$ cat config.mk
export PLATFORM = sky130hd
export DESIGN_NAME = cpu_run_controller
export DESIGN_NICKNAME = d
export VERILOG_FILES = /design/src/rtl/cpu_run_controller.sv
export SDC_FILE = /design/constraint.sdc
export NUM_CORES = 1
export LEC_CHECK = 0
export CAP_MARGIN = 30
export CORE_MARGIN = 2
export CORE_UTILIZATION = 45
export CTS_CLUSTER_SIZE = 24
export DETAILED_ROUTE_END_ITERATION = 8
export HOLD_SLACK_MARGIN = 0.03
export PLACE_DENSITY = 0.8
export SETUP_SLACK_MARGIN = 0.15
export SLEW_MARGIN = 10
export SYNTH_ARGS = -nofsm -noshare
export SYNTH_HDL_FRONTEND = slang
export SYNTH_SLANG_ARGS = --single-unit
$ cat constraint.sdc
create_clock -name clk -period 3.75 [get_ports clk]
set_input_delay 0.9375 -clock clk [delete_from_list [all_inputs] [get_ports clk]]
set_output_delay 0.9375 -clock clk [all_outputs]
set_load 0.02 [all_outputs]
$ cat src/rtl/cpu_run_controller.sv
`timescale 1ns/1ps
// Run/step/breakpoint controller: debounces the board buttons in the clk domain and
// drives the processor clock-enable through HALT, STEP, RUN and BREAK.

module cpu_run_debounce #(
    parameter int STABLE_SAMPLES = 4
) (
    input  logic clk,
    input  logic rst,
    input  logic tick,
    input  logic btn,
    output logic press
);

    localparam int AGR_W = $clog2(STABLE_SAMPLES + 1);
    localparam logic [AGR_W-1:0] AGREE_LAST = AGR_W'(STABLE_SAMPLES - 1);

    logic             sync1;
    logic             sync2;
    logic             stable;
    logic [AGR_W-1:0] agree;

    // NOTE: sequential state uses non-blocking assignments so every flop samples pre-edge values.
    always_ff @(posedge clk or negedge rst) begin
        if (!rst) begin
            sync1  <= 1'b0;
            sync2  <= 1'b0;
            stable <= 1'b0;
            agree  <= '0;
            press  <= 1'b0;
        end else begin
            sync1 <= btn;
            sync2 <= sync1;
            press <= 1'b0;
            if (tick) begin
                if (sync2 != stable) begin
                    // Accept the new level on the sample that completes the agreeing run.
                    if (agree == AGREE_LAST) begin
                        stable <= sync2;
                        agree  <= '0;
                        press  <= sync2;
                    end else begin
                        agree <= agree + 1'b1;
                    end
                end else begin
                    agree <= '0;
                end
            end
        end
    end

endmodule

module cpu_run_controller #(
    parameter int CLK_DIV        = 25000,
    parameter int STABLE_SAMPLES = 4,
    parameter int PC_W           = 32
) (
    input  logic            clk,
    input  logic            rst,
    input  logic            btn_step,
    input  logic            btn_run,
    input  logic            btn_halt,
    input  logic            bp_en,
    input  logic [PC_W-1:0] bp_addr,
    input  logic [PC_W-1:0] pc,
    output logic            cpu_en,
    output logic [1:0]      state,
    output logic            halted_at_bp
);

    localparam int CNT_W = $clog2(CLK_DIV);
    localparam logic [CNT_W-1:0] CNT_LAST = CNT_W'(CLK_DIV - 1);

    localparam logic [1:0] ST_HALT  = 2'b00;
    localparam logic [1:0] ST_STEP  = 2'b01;
    localparam logic [1:0] ST_RUN   = 2'b10;
    localparam logic [1:0] ST_BREAK = 2'b11;

    logic [CNT_W-1:0] tick_cnt;
    logic             tick;
    logic             ev_step_raw;
    logic             ev_run_raw;
    logic             ev_halt;
    logic             ev_step;
    logic             ev_run;
    logic [1:0]       state_q;
    logic [1:0]       state_d;
    logic             bp_skip;
    logic             bp_hit;

    assign tick = (tick_cnt == CNT_LAST);

    always_ff @(posedge clk or negedge rst) begin
        if (!rst) begin
            tick_cnt <= '0;
        end else if (tick) begin
            tick_cnt <= '0;
        end else begin
            tick_cnt <= tick_cnt + 1'b1;
        end
    end

    cpu_run_debounce #(.STABLE_SAMPLES(STABLE_SAMPLES)) u_deb_step (
        .clk   (clk),
        .rst   (rst),
        .tick  (tick),
        .btn   (btn_step),
        .press (ev_step_raw)
    );

    cpu_run_debounce #(.STABLE_SAMPLES(STABLE_SAMPLES)) u_deb_run (
        .clk   (clk),
        .rst   (rst),
        .tick  (tick),
        .btn   (btn_run),
        .press (ev_run_raw)
    );

    cpu_run_debounce #(.STABLE_SAMPLES(STABLE_SAMPLES)) u_deb_halt (
        .clk   (clk),
        .rst   (rst),
        .tick  (tick),
        .btn   (btn_halt),
        .press (ev_halt)
    );

    // Halt outranks step, step outranks run; losers in the same cycle are dropped.
    assign ev_step = ev_step_raw & ~ev_halt;
    assign ev_run  = ev_run_raw & ~ev_halt & ~ev_step_raw;

    // The skip flag lets the breakpoint instruction itself execute once on resume.
    assign bp_hit = bp_en & (pc == bp_addr) & ~bp_skip;

    // NOTE: every always_comb output gets a default first so no path can infer a latch.
    always_comb begin
        state_d = state_q;
        cpu_en  = 1'b0;
        case (state_q)
            ST_HALT: begin
                if (ev_step) begin
                    state_d = ST_STEP;
                end else if (ev_run) begin
                    state_d = ST_RUN;
                end
            end
            ST_STEP: begin
                cpu_en  = 1'b1;
                state_d = ST_HALT;
            end
            ST_RUN: begin
                cpu_en = ~bp_hit & ~ev_halt;
                if (ev_halt) begin
                    state_d = ST_HALT;
                end else if (bp_hit) begin
                    state_d = ST_BREAK;
                end
            end
            default: begin
                if (ev_halt) begin
                    state_d = ST_HALT;
                end else if (ev_step) begin
                    state_d = ST_STEP;
                end else if (ev_run) begin
                    state_d = ST_RUN;
                end
            end
        endcase
    end

    always_ff @(posedge clk or negedge rst) begin
        if (!rst) begin
            state_q <= ST_HALT;
            bp_skip <= 1'b0;
        end else begin
            state_q <= state_d;
            bp_skip <= (state_q == ST_BREAK) && (state_d == ST_RUN);
        end
    end

    assign state        = state_q;
    assign halted_at_bp = (state_q == ST_BREAK);

endmodule

# --- Yosys cells after proc, flatten, opt, wreduce, memory -nomap -nowiden ---
# Cells that the tools add are included.
classes:
  n_addsub: 4
  eq_ne: 12
  mux: 23
  bitwise_logic: 10
  reduce_logical: 5
op_table:
  columns: ["op", "count"]
  rows:
  - ["== test 32 bit", 1]
  - ["2-to-1 mux 3 bit", 6]
  - ["adder 15 x 1 -> 15 bit, second input constant", 1]
  - ["== test 15 bit, second input constant", 1]
  - ["2-to-1 mux 15 bit", 1]
  - ["2-to-1 mux 2 bit", 5]
  - ["adder 3 x 1 -> 3 bit, second input constant", 3]
  - ["== test 3 x 2 -> 1 bit, second input constant", 3]
  - ["2-to-1 mux 1 bit", 9]
  - ["AND reduction 3 bit", 3]
  - ["AND 1 bit", 6]
  - ["== test 2 bit, second input constant", 3]
  - ["one-hot mux 2 bit (3 select lines)", 1]
  - ["inverter 1 bit", 4]
  - ["inequality test 1 bit", 3]
  - ["== test 2 x 1 -> 1 bit, second input constant", 1]
  - ["logical NOT 2 bit", 1]
  - ["one-hot mux 1 bit (2 select lines)", 1]
  - ["logical AND 1 bit", 1]
totals:
  regBits: 39
  inputBits: 70
  out_inout_bits: 4
  word_cells: 72

# --- Logic depth before layout (Yosys ltp) ---
depth:
  ltp_word: 9
  mapped_depth: 7
  ltp_nobuf: 6

# --- Hierarchy ---
# A second synthesis with hierarchy kept.
hier_totals:
  cells_unflattened: 203
  hier_area_um2: 2133.3
by_module_without_submodules:
  columns: ["mod", "n_inst", "cells_per_inst", "area_each_um2", "seq_area_each_um2"]
  rows:
  - ["cpu_run_controller", 1, 137, 1288.7, 450.4]
  - ["cpu_run_debounce", 3, 22, 281.5, 175.2]

# --- Worst setup path before layout ---
# Ideal clock, no wire load.
synth_path:
  kind: "input to output"
  startpoint: "in bp_addr[21]"
  endpoint: "out cpu_en"
  arrival_time_ns: 1.863
  required_ns: 2.812
  path_slack_ns: 0.949
  cell_stages: 5
  n_path_buf: 0
  cell_sequence: "xnor2_1 nand4_1 nor4b_1 nand3_1 o21ba_2"
synth_via:
  elab_chain_cells: 6
synth_rtl:
  columns: ["element", "line_no", "text"]
  rows:
  - ["from (decl)", "65", "input logic [PC_W-1:0] bp_addr,"]
  - ["== test 32 bit", "133", "assign bp_hit = bp_en & (pc == bp_addr) & ~bp_skip;"]
  - ["AND 1 bit (2 in a row)", "133", null]
  - ["inverter 1 bit", "152", "cpu_en = ~bp_hit & ~ev_halt;"]
  - ["AND 1 bit", "152", null]
  - ["one-hot mux 1 bit (2 select lines)", "139", "case (state_q)"]
  - ["to (decl)", "67", "output logic cpu_en,"]
# No other way between the ends.

# --- Worst setup path after layout ---
layout_path:
  startpoint: "in bp_addr[14]"
  endpoint: "out cpu_en"
# The elaborated chain is that of the path after synthesis.

==> reports/metrics.cfg <==
[sta]
finClkSkew_ps = 2.852
final_max_slew_viol_count = 0
setup_viol = 0
slew_headroom = 0.6655
finalCritPeriodShare = 0.9172
finalHoldViolCount = 0
rsz0062_at_grt = false
min_period_ps = 3440
setup_tns_ps = 0
worst_slew_pin_slew_ps = 501.7
fmax_mhz = 290.7

[power]
intPower_uw = 644.4
power_density_nw_per_um2 = 267.9
p_leak_nw = 1.313
combPwrFrac = 0.158
ir_worst_vdd_mv = 0.2624
swShare = 0.2171
power.net_switching_uw = 178.7
seqPwrFrac = 0.517
clockPowerShare = 0.325

[layout]
finalNonFillerCells = 347
n_antenna_cell = 0
syn_to_final_growth_pct = 43.21
regArea_um2 = 975.9
multi_input_area_um2 = 1159
fillers = 374
nets = 370
drive_gt1_frac = 0.08532

[worst_setup_path]
critical_path.max_fanout = 2
ff2ff_path_depth = 6
setup.worst_path.start_class = input port
cp.required_ps = 2810
critPathCaptureType = output port
cp_cell_sequence = clkdlybuf4s50_1, xnor2_1, nand4_1, nor4_2, nand3_1, o21ba_2, clkbuf_2
arrival_ps = 2500
worst_path_max_delay_cell = clkdlybuf4s50_1
crit_type = input port to output port
critical-path-max-stage-delay_ps = 480

[drt]
drt_pass1_iterations = 4
antenna_left = 0
route.detailed.drc = 0
vias_per_cell = 5.061
vias = 1756
drt-total-wl_mm = 4.724
drt_iter0_drc = 55
wl_per_cell_um = 13.61

[place]
io_buffers = 73
place.gp.congestion = 0.7881
dp_hpwl_mm = 3.695
dp_cells = 336

[floorplanning]
start_util = 0.4604
dieWidth_um = 73.06
io_pins = 74
rows = 25
die_y_um = 73.06
die_area_um2 = 5337
core-area_um2 = 4661

[clocking]
clockBufferDepth = 2
htreeDepth = 2
cts_buffers = 5
insertion_delay_ps = 280
clock-root-buffer = clkbuf_8
cts_hold_repair.buffers = 0
cts_tree = yes
clock_sinks = 39
clk_pin_slew_worst_paths_ps = 70

[hold_path]
whs_path_depth = 0
holdCritPathClass = flip-flop to flip-flop

[global_routing]
grtUsageTotal = 0.1860
grt_pass1_wl_mm = 7.748
use_met3 = 0.04972
top_usage_layer = met2
antenna_found_initial = 0
grtUsageMet2 = 0.3283
met1_usage = 0.2254
grt_overflow_total = 0
first_global_vias = 1716
grt_max_degree = 40

[synth]
synth_top_cell_area_share = 0.4548
syn_area_um2 = 2146
synth-main-ff-cell = dfrtp_1
synth.area.top_cells = dfrtp_1, xnor2_1, ha_1, nand2_1, xor2_1
synth_common_cells = dfrtp_1, xnor2_1, nand2_1
synth_top_area_cell = dfrtp_1
syn_nets = 288
yosys_warnings = 0
async_flop_share = 1.000
syn_area_per_cell_um2 = 10.22
synth-edff-count = 0
synth-seq-cells = 39
ys_types = 34
syn_inst = 210
synth-seq-area-share = 0.4548

[flow_run]
maxCapViolCount = 0

[run_status]
outcome = complete, no violations

[flip-flops by register name (all words and copies together), names as in the netlist, 2 cells and up]
signal            count
tick_cnt             15
u_deb_halt.agree      3
u_deb_run.agree       3
u_deb_step.agree      3
state                 2
[power groups by stage]
stage / clock [mW] / combinational, mW / sequential, mW
3_5_place_dp: 0 / 0.126 / 0.434
3_3_place_gp: 0 / 0.124 / 0.433
4_1_cts: 0.277 / 0.128 / 0.425
2_1_floorplan: 0 / 0.0360 / 0.433
6_report: 0.268 / 0.130 / 0.425
5_1_grt: 0.288 / 0.141 / 0.426
[routing by layer]
layer | vias to the layer above | share of wire
li1 | 884 | -
met1 | 815 | 0.44
met2 | 55 | 0.48
met3 | 2 | 0.079
met4 | 0 | 0.0047
met5 | - | 0
[logic make-up (layout without fill, tap and decap cells)]
| group | count (synthesis) | in the layout | share of synthesized area |
|---|---|---|---|
| flip-flops | 39 | 39 | 0.4548 |
| adder cells (fa/ha/maj) | 8 | 8 | 0.04665 |
| buffers and inverters | 7 | 90 | 0.01457 |
| multiplexers | 3 | 3 | 0.01574 |
| AO/OA/AOI/OAI | 16 | 16 | 0.04840 |
| XOR/XNOR | 48 | 48 | 0.1959 |
| AND/OR/NAND/NOR | 89 | 89 | 0.2239 |
[critical path, delay by kind of cell]
kind,cells,cell delay (ps)
AOI/OAI and AO/OA,1,210
xor gates and xnor gates,1,130
buffers and inverters,2,630
and+or+nand+nor,3,590
[cells in the final DEF (no fill, tap or decap), types with 4 or more instances in the layout]
cell type and n:
xor2_1 9, nor2b_1 5, nand4_1 8, buf_4 4
xnor2_1 38, dfrtp_1 39, inv_1 4, nand3_1 11
ha_1 8, clkdlybuf4s50_1 71, clkbuf_8 5, o21ai_0 6
nor2_1 20, nand2_1 21, nor4_1 4
[layout make-up]
type | instances | area share
clock inverter | 2 | 0.004072
tap | 54 | 0.02199
sequential | 39 | 0.3176
clock buffer | 6 | 0.02362
multi-input combinational | 164 | 0.3770
timing repair buffer | 78 | 0.2508
inverter | 4 | 0.004886
[path summary, 6_finish.rpt]
path	start	end	slack, ps
worst max-delay path	bp_addr[14]	cpu_en	310
worst min-delay path	u_deb_step.sync1	u_deb_step.sync2	350
worst max register to register	tick_cnt[0]	u_deb_halt.stable	1700
worst min register to register	u_deb_step.sync1	u_deb_step.sync2	350
max in group asynchronous	rst	tick_cnt[5]	2890
min in group asynchronous	rst	tick_cnt[6]	470
[per-stage QoR]
stage | setup slack (ps) | utilization | hold WS (ps) | cell area (um^2) | total power, mW
floorplan | 949.2 | - | 331.2 | 2146 | 0.4692
global placement | -108.7 | 0.6303 | 332.4 | 2938 | 0.5577
detailed placement | -156.7 | 0.6303 | 337.1 | 2938 | 0.5600
CTS | 156.1 | 0.6526 | 354.7 | 3042 | 0.8305
global route | 208.5 | 0.6593 | 365.0 | 3073 | 0.8553
finish | 310.4 | 0.6593 | 352.0 | 3073 | 0.8231
[what timing repair did]
item / in CTS / in global routing
setup buffers: 1 / 1
setup endpoints to repair: 1 / 1
gates resized for setup: 3 / 3
pin swaps: 1 / 5
Power figures use the tool's default switching activity.
